$ cat src/rtl/control_sequencer_if.sv
// Strobe/handshake bundle between control_sequencer and the phase-1 CPU datapath.
interface control_sequencer_if #(
    parameter int unsigned REGS = 16
) ();

    // Sequencer inputs
    logic            run;
    logic [31:0]     ir;
    logic            mem_ready;
    logic            mdu_done;

    // Register file strobes (one-hot)
    logic [REGS-1:0] R_out;
    logic [REGS-1:0] R_in;

    // Datapath strobes
    logic            PCout;
    logic            IncPC;
    logic            MARin;
    logic            memRead;
    logic            MDRin;
    logic            MDRout;
    logic            IRin;
    logic            Yin;
    logic            Zin;
    logic            Zlowout;
    logic            Zhighout;
    logic            LOin;
    logic            HIin;
    logic [4:0]      alu_op;
    logic            mdu_start;

    // Status pulses
    logic            instr_done;
    logic            illegal;

    // Sequencer side
    modport master (
        input  run, ir, mem_ready, mdu_done,
        output R_out, R_in,
        output PCout, IncPC, MARin, memRead, MDRin, MDRout, IRin,
        output Yin, Zin, Zlowout, Zhighout, LOin, HIin,
        output alu_op, mdu_start, instr_done, illegal
    );

    // Datapath side
    modport slave (
        output run, ir, mem_ready, mdu_done,
        input  R_out, R_in,
        input  PCout, IncPC, MARin, memRead, MDRin, MDRout, IRin,
        input  Yin, Zin, Zlowout, Zhighout, LOin, HIin,
        input  alu_op, mdu_start, instr_done, illegal
    );

endinterface

$ cat src/rtl/control_sequencer.sv
// control_sequencer: hardwired Moore control unit running fetch (T0-T2) and
// execute (T3-T6) for the phase-1 CPU datapath.
// Optional feature macro: MDU_STALL_EN -- when defined, T4 of MUL/DIV holds
// until mdu_done and issues a single mdu_start pulse on entry.
module control_sequencer #(
    parameter int unsigned REGS = 16
) (
    input  logic                 clock,
    input  logic                 clear,
    control_sequencer_if.master  bus
);

    localparam int unsigned OP_W  = 5;
    localparam int unsigned REG_W = 4;

    localparam logic [OP_W-1:0] OP_ADD = 5'b00011;
    localparam logic [OP_W-1:0] OP_SUB = 5'b00100;
    localparam logic [OP_W-1:0] OP_AND = 5'b00101;
    localparam logic [OP_W-1:0] OP_OR  = 5'b00110;
    localparam logic [OP_W-1:0] OP_MUL = 5'b01111;
    localparam logic [OP_W-1:0] OP_DIV = 5'b10000;

    typedef enum logic [2:0] {
        IDLE = 3'd0,
        T0   = 3'd1,
        T1   = 3'd2,
        T2   = 3'd3,
        T3   = 3'd4,
        T4   = 3'd5,
        T5   = 3'd6,
        T6   = 3'd7
    } state_t;

    state_t state;
    state_t state_next;
    state_t after_last;

    logic [OP_W-1:0]  opcode;
    logic [REG_W-1:0] ra;
    logic [REG_W-1:0] rb;
    logic [REG_W-1:0] rc;
    logic             is_alu3;
    logic             is_muldiv;
    logic             decoded;

    // Local copies of the outputs, driven by the output decode
    logic [REGS-1:0]  r_out;
    logic [REGS-1:0]  r_in;
    logic             pc_out;
    logic             inc_pc;
    logic             mar_in;
    logic             mem_read;
    logic             mdr_in;
    logic             mdr_out;
    logic             ir_in;
    logic             y_in;
    logic             z_in;
    logic             zlow_out;
    logic             zhigh_out;
    logic             lo_in;
    logic             hi_in;
    logic [OP_W-1:0]  alu_op;
    logic             mdu_start;
    logic             instr_done;
    logic             illegal;

    // Register index to one-hot strobe; indices beyond REGS drive nothing
    function automatic logic [REGS-1:0] onehot(input logic [REG_W-1:0] idx);
        return REGS'(1) << idx;
    endfunction

    // IR field extraction and opcode classification
    assign opcode    = bus.ir[31:27];
    assign ra        = bus.ir[26:23];
    assign rb        = bus.ir[22:19];
    assign rc        = bus.ir[18:15];
    assign is_alu3   = (opcode == OP_ADD) || (opcode == OP_SUB) ||
                       (opcode == OP_AND) || (opcode == OP_OR);
    assign is_muldiv = (opcode == OP_MUL) || (opcode == OP_DIV);
    assign decoded   = is_alu3 || is_muldiv;

    // Final execute state chains straight into the next fetch while run is held
    assign after_last = bus.run ? T0 : IDLE;

    logic unused_ir_low;
    assign unused_ir_low = ^bus.ir[14:0];

`ifdef MDU_STALL_EN
    // Set while T4 of a MUL/DIV is waiting on the MDU, so mdu_start fires once
    logic mdu_wait;

    // Tracks whether the current T4 cycle is a repeat
    always_ff @(posedge clock) begin
        if (clear) begin
            mdu_wait <= 1'b0;
        end else begin
            mdu_wait <= (state == T4) && (state_next == T4);
        end
    end
`else
    logic unused_mdu_done;
    assign unused_mdu_done = bus.mdu_done;
`endif

    // State register
    always_ff @(posedge clock) begin
        if (clear) begin
            state <= IDLE;
        end else begin
            state <= state_next;
        end
    end

    // Next-state decode
    always_comb begin
        state_next = state;
        unique case (state)
            IDLE: state_next = bus.run ? T0 : IDLE;
            T0:   state_next = T1;
            T1:   state_next = bus.mem_ready ? T2 : T1;
            T2:   state_next = decoded ? T3 : after_last;
            T3:   state_next = T4;
            T4: begin
`ifdef MDU_STALL_EN
                if (is_muldiv && !bus.mdu_done) begin
                    state_next = T4;
                end else begin
                    state_next = T5;
                end
`else
                state_next = T5;
`endif
            end
            T5:   state_next = is_muldiv ? T6 : after_last;
            T6:   state_next = after_last;
            default: state_next = IDLE;
        endcase
    end

    // Output decode from registered state and IR
    always_comb begin
        r_out      = '0;
        r_in       = '0;
        pc_out     = 1'b0;
        inc_pc     = 1'b0;
        mar_in     = 1'b0;
        mem_read   = 1'b0;
        mdr_in     = 1'b0;
        mdr_out    = 1'b0;
        ir_in      = 1'b0;
        y_in       = 1'b0;
        z_in       = 1'b0;
        zlow_out   = 1'b0;
        zhigh_out  = 1'b0;
        lo_in      = 1'b0;
        hi_in      = 1'b0;
        alu_op     = '0;
        mdu_start  = 1'b0;
        instr_done = 1'b0;
        illegal    = 1'b0;
        unique case (state)
            IDLE: ;
            T0: begin
                pc_out = 1'b1;
                mar_in = 1'b1;
                inc_pc = 1'b1;
            end
            T1: begin
                mem_read = 1'b1;
                mdr_in   = 1'b1;
            end
            T2: begin
                mdr_out = 1'b1;
                ir_in   = 1'b1;
                illegal = !decoded;
            end
            T3: begin
                r_out = is_muldiv ? onehot(ra) : onehot(rb);
                y_in  = 1'b1;
            end
            T4: begin
                r_out  = is_muldiv ? onehot(rb) : onehot(rc);
                alu_op = opcode;
`ifdef MDU_STALL_EN
                if (is_muldiv) begin
                    z_in      = bus.mdu_done;
                    mdu_start = !mdu_wait;
                end else begin
                    z_in      = 1'b1;
                end
`else
                z_in   = 1'b1;
`endif
            end
            T5: begin
                zlow_out = 1'b1;
                if (is_muldiv) begin
                    lo_in = 1'b1;
                end else begin
                    r_in       = onehot(ra);
                    instr_done = 1'b1;
                end
            end
            T6: begin
                zhigh_out  = 1'b1;
                hi_in      = 1'b1;
                instr_done = 1'b1;
            end
            default: ;
        endcase
    end

    // Drive the interface
    assign bus.R_out      = r_out;
    assign bus.R_in       = r_in;
    assign bus.PCout      = pc_out;
    assign bus.IncPC      = inc_pc;
    assign bus.MARin      = mar_in;
    assign bus.memRead    = mem_read;
    assign bus.MDRin      = mdr_in;
    assign bus.MDRout     = mdr_out;
    assign bus.IRin       = ir_in;
    assign bus.Yin        = y_in;
    assign bus.Zin        = z_in;
    assign bus.Zlowout    = zlow_out;
    assign bus.Zhighout   = zhigh_out;
    assign bus.LOin       = lo_in;
    assign bus.HIin       = hi_in;
    assign bus.alu_op     = alu_op;
    assign bus.mdu_start  = mdu_start;
    assign bus.instr_done = instr_done;
    assign bus.illegal    = illegal;

endmodule

$ cat src/flat_wrapper.sv
// flat-port wrapper written by rule: the top's interface ports become plain ports
module control_sequencer_flat 
#(
    parameter int unsigned REGS = 16
)
  (clock, clear, bus_run, bus_ir, bus_mem_ready, bus_mdu_done, bus_R_out, bus_R_in, bus_PCout, bus_IncPC, bus_MARin, bus_memRead, bus_MDRin, bus_MDRout, bus_IRin, bus_Yin, bus_Zin, bus_Zlowout, bus_Zhighout, bus_LOin, bus_HIin, bus_alu_op, bus_mdu_start, bus_instr_done, bus_illegal);
  control_sequencer_if #(.REGS(REGS)) bus_i ();
  input  logic clock;
  input  logic clear;
  input wire logic [$bits(bus_i.run)-1:0] bus_run;
  input wire logic [$bits(bus_i.ir)-1:0] bus_ir;
  input wire logic [$bits(bus_i.mem_ready)-1:0] bus_mem_ready;
  input wire logic [$bits(bus_i.mdu_done)-1:0] bus_mdu_done;
  output wire logic [$bits(bus_i.R_out)-1:0] bus_R_out;
  output wire logic [$bits(bus_i.R_in)-1:0] bus_R_in;
  output wire logic [$bits(bus_i.PCout)-1:0] bus_PCout;
  output wire logic [$bits(bus_i.IncPC)-1:0] bus_IncPC;
  output wire logic [$bits(bus_i.MARin)-1:0] bus_MARin;
  output wire logic [$bits(bus_i.memRead)-1:0] bus_memRead;
  output wire logic [$bits(bus_i.MDRin)-1:0] bus_MDRin;
  output wire logic [$bits(bus_i.MDRout)-1:0] bus_MDRout;
  output wire logic [$bits(bus_i.IRin)-1:0] bus_IRin;
  output wire logic [$bits(bus_i.Yin)-1:0] bus_Yin;
  output wire logic [$bits(bus_i.Zin)-1:0] bus_Zin;
  output wire logic [$bits(bus_i.Zlowout)-1:0] bus_Zlowout;
  output wire logic [$bits(bus_i.Zhighout)-1:0] bus_Zhighout;
  output wire logic [$bits(bus_i.LOin)-1:0] bus_LOin;
  output wire logic [$bits(bus_i.HIin)-1:0] bus_HIin;
  output wire logic [$bits(bus_i.alu_op)-1:0] bus_alu_op;
  output wire logic [$bits(bus_i.mdu_start)-1:0] bus_mdu_start;
  output wire logic [$bits(bus_i.instr_done)-1:0] bus_instr_done;
  output wire logic [$bits(bus_i.illegal)-1:0] bus_illegal;
  assign bus_i.run = bus_run;
  assign bus_i.ir = bus_ir;
  assign bus_i.mem_ready = bus_mem_ready;
  assign bus_i.mdu_done = bus_mdu_done;
  assign bus_R_out = bus_i.R_out;
  assign bus_R_in = bus_i.R_in;
  assign bus_PCout = bus_i.PCout;
  assign bus_IncPC = bus_i.IncPC;
  assign bus_MARin = bus_i.MARin;
  assign bus_memRead = bus_i.memRead;
  assign bus_MDRin = bus_i.MDRin;
  assign bus_MDRout = bus_i.MDRout;
  assign bus_IRin = bus_i.IRin;
  assign bus_Yin = bus_i.Yin;
  assign bus_Zin = bus_i.Zin;
  assign bus_Zlowout = bus_i.Zlowout;
  assign bus_Zhighout = bus_i.Zhighout;
  assign bus_LOin = bus_i.LOin;
  assign bus_HIin = bus_i.HIin;
  assign bus_alu_op = bus_i.alu_op;
  assign bus_mdu_start = bus_i.mdu_start;
  assign bus_instr_done = bus_i.instr_done;
  assign bus_illegal = bus_i.illegal;
  control_sequencer #(.REGS(REGS)) u_core (.clock(clock), .clear(clear), .bus(bus_i));
endmodule
$ cat config.mk
export PLATFORM = sky130hd
export DESIGN_NAME = control_sequencer_flat
export DESIGN_NICKNAME = d
export VERILOG_FILES = /design/src/rtl/control_sequencer_if.sv /design/src/rtl/control_sequencer.sv /design/src/flat_wrapper.sv
export SDC_FILE = /design/constraint.sdc
export NUM_CORES = 1
export LEC_CHECK = 0
export ABC_AREA = 1
export BUFFER_PORTS_ARGS = -buffer_cell sky130_fd_sc_hd__buf_2
export CORE_ASPECT_RATIO = 0.75
export CORE_MARGIN = 4
export CORE_UTILIZATION = 46
export DETAILED_ROUTE_END_ITERATION = 8
export PLACE_DENSITY = 0.9
export SYNTH_ARGS = -nofsm -noshare
export SYNTH_HDL_FRONTEND = slang
export SYNTH_SLANG_ARGS = --single-unit
$ cat constraint.sdc
create_clock -name clock -period 3.7 [get_ports clock]
set_input_delay 0.74 -clock clock [delete_from_list [all_inputs] [get_ports clock]]
set_output_delay 0.74 -clock clock [all_outputs]
set_load 0.02 [all_outputs]
# Word level (Yosys, flattened, before mapping)
# Index checks and enable logic that the tools add are counted.
# op_classes
eq_ne,13
shifts,3
n_mux,23
reduce_logical,8
# op_table
op,n
$mux 16,4
$shl 1x4->16 const A,3
$pmux 16 s2,1
$pmux 3 s7,1
$eq 5x3->1 const B,3
$mux 1,13
$eq 3x3->1 const B,4
$eq 3x2->1 const B,2
$mux 3,2
$eq 5x2->1 const B,1
$eq 5x4->1 const B,1
$eq 5x5->1 const B,1
$logic_or 1x1->1,5
$mux 5,1
$eq 3x1->1 const B,1
$logic_not 3->1,1
$pmux 1 s2,1
$reduce_or 2->1,1
$logic_not 1->1,1
# totals
reg_bits,3
in_bits,37
output_inout_bits,53

# Depth between registers and ports, before layout
# Gate-level depths: netlist of the first run.
# logic_depth
depth_word,7
mapped_depth,9

# Worst setup path after synthesis of the first run
# OpenSTA, ideal clock, no wires.
# synth_path
path_kind,input to output
from,input port bus_ir[28]
to,output port bus_illegal
t_arrival_ps,1657
path_slack_ps,1303
cell_stages,7
n_path_buf,0
cell_sequence,nand2_1 > nor2_2 > nand2_2 > nand2_4 > inv_4 > nand2_1 > nor3_1
# synth_between
elab_chain_cells,7
elab_cells_between_ends,13
cone_classes,eq/ne (6); mux (1); reduce/logical (6)
# synth_lines
element,line,source
from (decl),flat_wrapper.sv:11,input wire logic [$bits(bus_i.ir)-1:0] bus_ir;
$eq 5x2->1 or $eq 5x3->1 (tied branches),control_sequencer.sv:77,assign is_alu3 = (opcode == OP_ADD) || (opcode == OP_SUB) ||
$logic_or 1x1->1 (2 in series),control_sequencer.sv:77,
$logic_or 1x1->1,control_sequencer.sv:78,(opcode == OP_AND) || (opcode == OP_OR);
$logic_or 1x1->1 (*),control_sequencer.sv:80,assign decoded = is_alu3 || is_muldiv;
$logic_not 1->1 (*),control_sequencer.sv:175,illegal = !decoded;
$mux 1 (*),control_sequencer.sv:161,unique case (state)
to (decl),flat_wrapper.sv:32,output wire logic [$bits(bus_i.illegal)-1:0] bus_illegal;
# Every way passes the cells marked *; elsewhere a longest branch is shown, timed or not.

# Worst setup path in the final report of the first run
# Same ends and word-level chain as after synthesis.

==> impl_metrics.env, run 1 <==
export IMPL_status="completed"
export IMPL_multiInputGateArea_sq_mm=0.00101
export IMPL_path_clk_slew_ps=30
export IMPL_avgSynthCellArea_sq_um=4.99
export IMPL_die_x_um=70.5
export IMPL_clkPwrFrac_pct=39.7
export IMPL_grt_antenna_before_repair=0
export IMPL_core_area_sq_mm=0.00270
export IMPL_cp_num_buf_inv=3
export IMPL_postSynthCellCount=270
export IMPL_hold_class="flop to flop"
export IMPL_wl_per_cell_um=12.9
export IMPL_switching_share_pct=43.0
export IMPL_synth_ff_type="dfxtp_1"
export IMPL_power_density_mw_per_mm2=149
export IMPL_layout_nets=361
export IMPL_yosys_cell_types_count=23
export IMPL_die_area_sq_mm=0.00387
export IMPL_switchingPower_uw=105
export IMPL_skew_ps=0.457
export IMPL_final_util_pct=60.3
export IMPL_maxSlewViolCount=0
export IMPL_ys_seq_area_share_pct=4.46
export IMPL_max_stage_delay_ps=330
export IMPL_drt_initial_drc_count=243
export IMPL_pwr_share_comb_pct=44.6
export IMPL_postCtsSetupBuffers=0
export IMPL_internal_power_uw=139
export IMPL_cts_hold_fix_buffers=0
export IMPL_synth_seq_cells=3
export IMPL_dr_pass1_iters=5
export IMPL_synth_nets=307
export IMPL_place_gp_congestion=0.971
export IMPL_cts_tree="done"
export IMPL_cp_arrival_ps=2150
export IMPL_critical_path_required_ps=2960
export IMPL_largest_register="u_core.state"
export IMPL_fillCellCount=292
export IMPL_setup_violations=0
export IMPL_vias=2020
export IMPL_grt_pass1_vias=1733
export IMPL_ios=90
export IMPL_finalHoldViolCount=0
export IMPL_die_y_um=54.9
export IMPL_regArea_sq_um=60.1
export IMPL_maxCapViolCount=0
export IMPL_layout_common_cells="nand2_1 (75), buf_2 (72), nand4_1 (32)"
export IMPL_synth_top_cell_area_share_pct=20.9
export IMPL_via_per_inst=5.63
export IMPL_drc=0
export IMPL_critPathKind="input port to output pin"
export IMPL_layout_commonest_cell="nand2_1"
export IMPL_clock_path_buffers=2
export IMPL_fin_crit_sh_pct=78.0
export IMPL_grt_pass1_wl_um=7690
export IMPL_cts_root_buf="clkbuf_8"
export IMPL_syn_to_final_growth_pct=21.0
export IMPL_cp_top_family="simple AND/OR/NAND/NOR gates"
export IMPL_drive_above_1_share_pct=26.6
export IMPL_max_vdd_ir_drop_uv=155
export IMPL_grt_util_all_layers_pct=24.2
export IMPL_hold_ws_ps=597
export IMPL_fin_ws_ps=813
export IMPL_yosysTopAreaCell="nand2_1"
export IMPL_async_flop_share_pct=0
export IMPL_ys_warn_count=0
export IMPL_io_buffers=72
export IMPL_largest_reg_flops=3
export IMPL_synthTopCellsByArea="nand2_1 (21%), nand4_1 (15%), nand3_1 (12%), nor2_1 (8.6%), o21ai_0 (6.7%)"
export IMPL_n_antenna_cell=0
export IMPL_critPathMaxFanout=35
export IMPL_cts_max_level=1
export IMPL_routed_wl_um=4640
export IMPL_synth_area_sq_mm=0.00135
export IMPL_setup_tns_ps=0
export IMPL_post_place_ws_ps=837
export IMPL_p_seq_share_pct=15.7
export IMPL_p_leak_uw=0.000998
export IMPL_path_cells="buf_2 > nand2_1 > nor2_2 > nand2_2 > nand2_4 > inv_4 > nand2_1 > nor3_1 > buf_2"
export IMPL_cts_sinks=3
export IMPL_start_util_pct=49.8
export IMPL_insertion_delay_ps=220
export IMPL_slowest_stage="inv_4"
export IMPL_grt_max_degree=36
export IMPL_synth_edf_count=0
export IMPL_end_kind="output pin"
export IMPL_clock_fmax_ghz=0.346
export IMPL_reg_largest_list="u_core.state x3"
export IMPL_ant_nets=0
export IMPL_period_minus_slack_ps=2890
export IMPL_hpwl_um=3520
export IMPL_overflow=0
export IMPL_cts_buffers=3
export IMPL_startpoint_type="input port"
export IMPL_row_count=16
export IMPL_post_cts_resized=0
export IMPL_rsz0062_at_grt="no"
-- worst register-to-register path: stages, from the launching register on --
cell and delay, ps:
dfxtp_1 420, nand2_1 130, nor2_1 260, nand2_1 100
nand3_1 90, nor2_1 50, a21oi_1 150
-- stage by stage --
stage          cells  area (sq um)  total power [uW]
6_report         359          1630               243
5_1_grt          359          1630               260
4_1_cts          359          1630               241
3_5_place_dp     355          1580               143
3_3_place_gp     355          1580               139
2_1_floorplan    270          1350               120
-- cell usage after synthesis (3+ instances only) --
cell / number
a21oi_1: 17
buf_2: 8
buf_4: 9
buf_6: 5
dfxtp_1: 3
inv_1: 24
inv_2: 3
nand2_1: 75
nand3_1: 31
nand4_1: 32
nor2_1: 31
o21ai_0: 18
-- power by group through the flow --
stage	combinational [uW]	sequential, uW	clock [uW]
6_report	108	38.1	96.6
5_1_grt	121	38.1	101
4_1_cts	106	37.8	97.5
3_5_place_dp	104	38.1	0
3_3_place_gp	101	38.0	0
2_1_floorplan	82.3	37.6	0
-- kinds of logic after synthesis --
group | after synthesis | share of synthesized area (%)
other | 1 | 0.279
AO/OA/AOI/OAI | 37 | 13.8
flip-flops | 3 | 4.46
buffers and inverters | 52 | 20.8
AND/OR/NAND/NOR | 177 | 60.6
-- path summary, 6_finish.rpt --
path / endpoint / slack, ps / start / cells past startpoint
setup / recovery: bus_illegal / 810 / bus_ir[28] / 9
hold / removal: u_core.state[1] / 600 / u_core.state[0] / 2
setup reg to reg: u_core.state[0] / 2430 / u_core.state[1] / 6
hold reg to reg: u_core.state[1] / 600 / u_core.state[0] / 2
-- layout make-up --
| cell class | count | area share [%] |
|---|---|---|
| tap | 36 | 2.76 |
| inverter | 29 | 6.91 |
| sequential | 3 | 3.69 |
| timing repair buffer | 72 | 22.1 |
| clock buffer | 4 | 2.76 |
| multi-input combinational | 215 | 61.8 |
-- routing by layer --
metal  GRT usage [%]  vias up  wire length, um
li1                -     1009                -
met4            4.78        0               89
met3            5.69       21              564
met5               0        -                0
met2            41.1      138             2030
met1            31.8      852             1960
Note: power is estimated with default switching activity, not from simulation.
==> run 2, diff against run 1 <==
- CORE_UTILIZATION: 46 -> 39
- PLACE_DENSITY: 0.9 -> 0.82
- clock period: 3.7 -> 2.5 ns (I/O delays scaled with it)
==> impl_metrics.env, run 2 (same netlist as run 1, synthesis figures left out) <==
export IMPL_status="completed"
export IMPL_core_area_sq_mm=0.00331
export IMPL_critical_path_required_ps=2000
export IMPL_row_count=18
export IMPL_largest_reg_flops=3
export IMPL_start_util_pct=40.7
export IMPL_numPlacedInstances=360
export IMPL_routed_wl_um=4510
export IMPL_layout_common_cells="nand2_1 (75), buf_2 (72), nand4_1 (32)"
export IMPL_critPathKind="input port to output pin"
export IMPL_syn_to_final_growth_pct=22.9
export IMPL_regArea_sq_um=60.1
export IMPL_cts_root_buf="clkbuf_8"
export IMPL_post_cts_resized=0
export IMPL_via_per_inst=5.45
export IMPL_layout_commonest_cell="nand2_1"
export IMPL_cts_hold_fix_buffers=0
export IMPL_finalHoldViolCount=0
export IMPL_grt_util_all_layers_pct=18.9
export IMPL_end_kind="output pin"
export IMPL_largest_register="u_core.state"
export IMPL_postCtsSetupBuffers=0
export IMPL_fin_crit_sh_pct=87.0
export IMPL_ant_nets=0
export IMPL_clock_fmax_ghz=0.460
export IMPL_setup_tns_ps=0
export IMPL_r2r_end="u_core.state[0]"
export IMPL_grt_antenna_before_repair=0
export IMPL_dr_pass1_iters=5
export IMPL_grt_pass1_vias=1506
export IMPL_hold_class="input port to flop"
export IMPL_r2r_start="u_core.state[2]"
export IMPL_cts_max_level=1
export IMPL_setup_violations=0
export IMPL_cp_num_buf_inv=3
export IMPL_crit_cells=10
export IMPL_n_antenna_cell=0
export IMPL_hpwl_um=3430
export IMPL_drt_initial_drc_count=254
export IMPL_max_stage_delay_ps=240
export IMPL_path_cells="buf_2 > nand2_1 > nor2_2 > nand2_2 > nand2_4 > inv_4 > o21ai_0 > nand3_1 > nand2_1 > buf_2"
export IMPL_maxSlewViolCount=0
export IMPL_insertion_delay_ps=220
export IMPL_fillCellCount=352
export IMPL_maxCapViolCount=0
export IMPL_die_x_um=75.8
export IMPL_cp_top_family="buffers and inverters"
export IMPL_grt_pass1_wl_um=6760
export IMPL_wl_per_cell_um=12.4
export IMPL_power_density_mw_per_mm2=223
export IMPL_startpoint="bus_ir[28]"
export IMPL_cp_arrival_ps=1680
export IMPL_place_gp_congestion=0.972
export IMPL_drive_above_1_share_pct=26.9
export IMPL_cts_sinks=3
export IMPL_critPathMaxFanout=35
export IMPL_rsz0062_at_grt="no"
export IMPL_endpoint="bus_R_out[7]"
export IMPL_layout_nets=362
export IMPL_slowest_stage="inv_4"
export IMPL_reg2reg_depth=7
export IMPL_reg_largest_list="u_core.state x3"
export IMPL_p_leak_uw=0.00101
export IMPL_period_minus_slack_ps=2180
export IMPL_vias=1985
export IMPL_drc=0
export IMPL_startpoint_type="input port"
export IMPL_die_area_sq_mm=0.00447
export IMPL_r2r_slack_ps=1220
export IMPL_grt_max_degree=36
export IMPL_die_y_um=58.9
export IMPL_clock_path_buffers=2
export IMPL_cts_buffers=3
export IMPL_ios=90
export IMPL_path_clk_slew_ps=30
export IMPL_cts_tree="done"
export IMPL_skew_ps=4.16
export IMPL_final_cells=364
export IMPL_max_vdd_ir_drop_uv=135
export IMPL_overflow=0
export IMPL_io_buffers=72
export IMPL_multiInputGateArea_sq_mm=0.00101
-- run 2: per-layer routing --
layer	share of wire (%)	track usage [%]	vias to the layer above
li1	-	-	1009
met5	0	0	-
met4	1.1	3.49	0
met3	13	2.22	13
met1	45	29.6	829
met2	41	27.4	134
-- run 2: worst min path at each step --
stage | endpoint | start | cells after the start
floorplan | u_core.state[1] | u_core.state[0] | 2
global placement | u_core.state[1] | u_core.state[0] | 2
detailed placement | u_core.state[1] | u_core.state[0] | 2
CTS | u_core.state[1] | clear | 2
global route | u_core.state[0] | clear | 2
finish | u_core.state[1] | clear | 2
-- run 2: worst register-to-register path, delay by kind of cell (launching register included) --
family | cells | cell delay, ps
AO/OA/AOI/OAI | 1 | 160
buffers and inverters | 1 | 120
flip-flops | 1 | 330
AND/OR/NAND/NOR | 5 | 600
-- run 2: where the power goes --
group	total, uW	switching [uW]	internal [uW]
logic	161	115	46.4
registers	55.6	3.90	51.7
clock network	152	41.9	110
-- run 2: layout make-up --
type / instances / area share, %
Clock buffer: 4 / 2.72
Timing Repair Buffer: 73 / 23.0
Sequential cell: 3 / 3.63
Tap cell: 40 / 3.03
Multi-Input combinational cell: 215 / 60.8
Inverter: 29 / 6.81
-- run 2: metrics by stage --
stage	utilization [%]	setup WS [ps]	hold slack (ps)	area [sq um]	power, uW
final	50.0	324	481	1650	368
after global placement	48.6	355	567	1610	210
after global routing	50.0	207	495	1650	385
after detailed placement	48.6	352	573	1610	212
after floorplan	-	583	537	1350	177
after CTS	50.0	356	479	1650	359
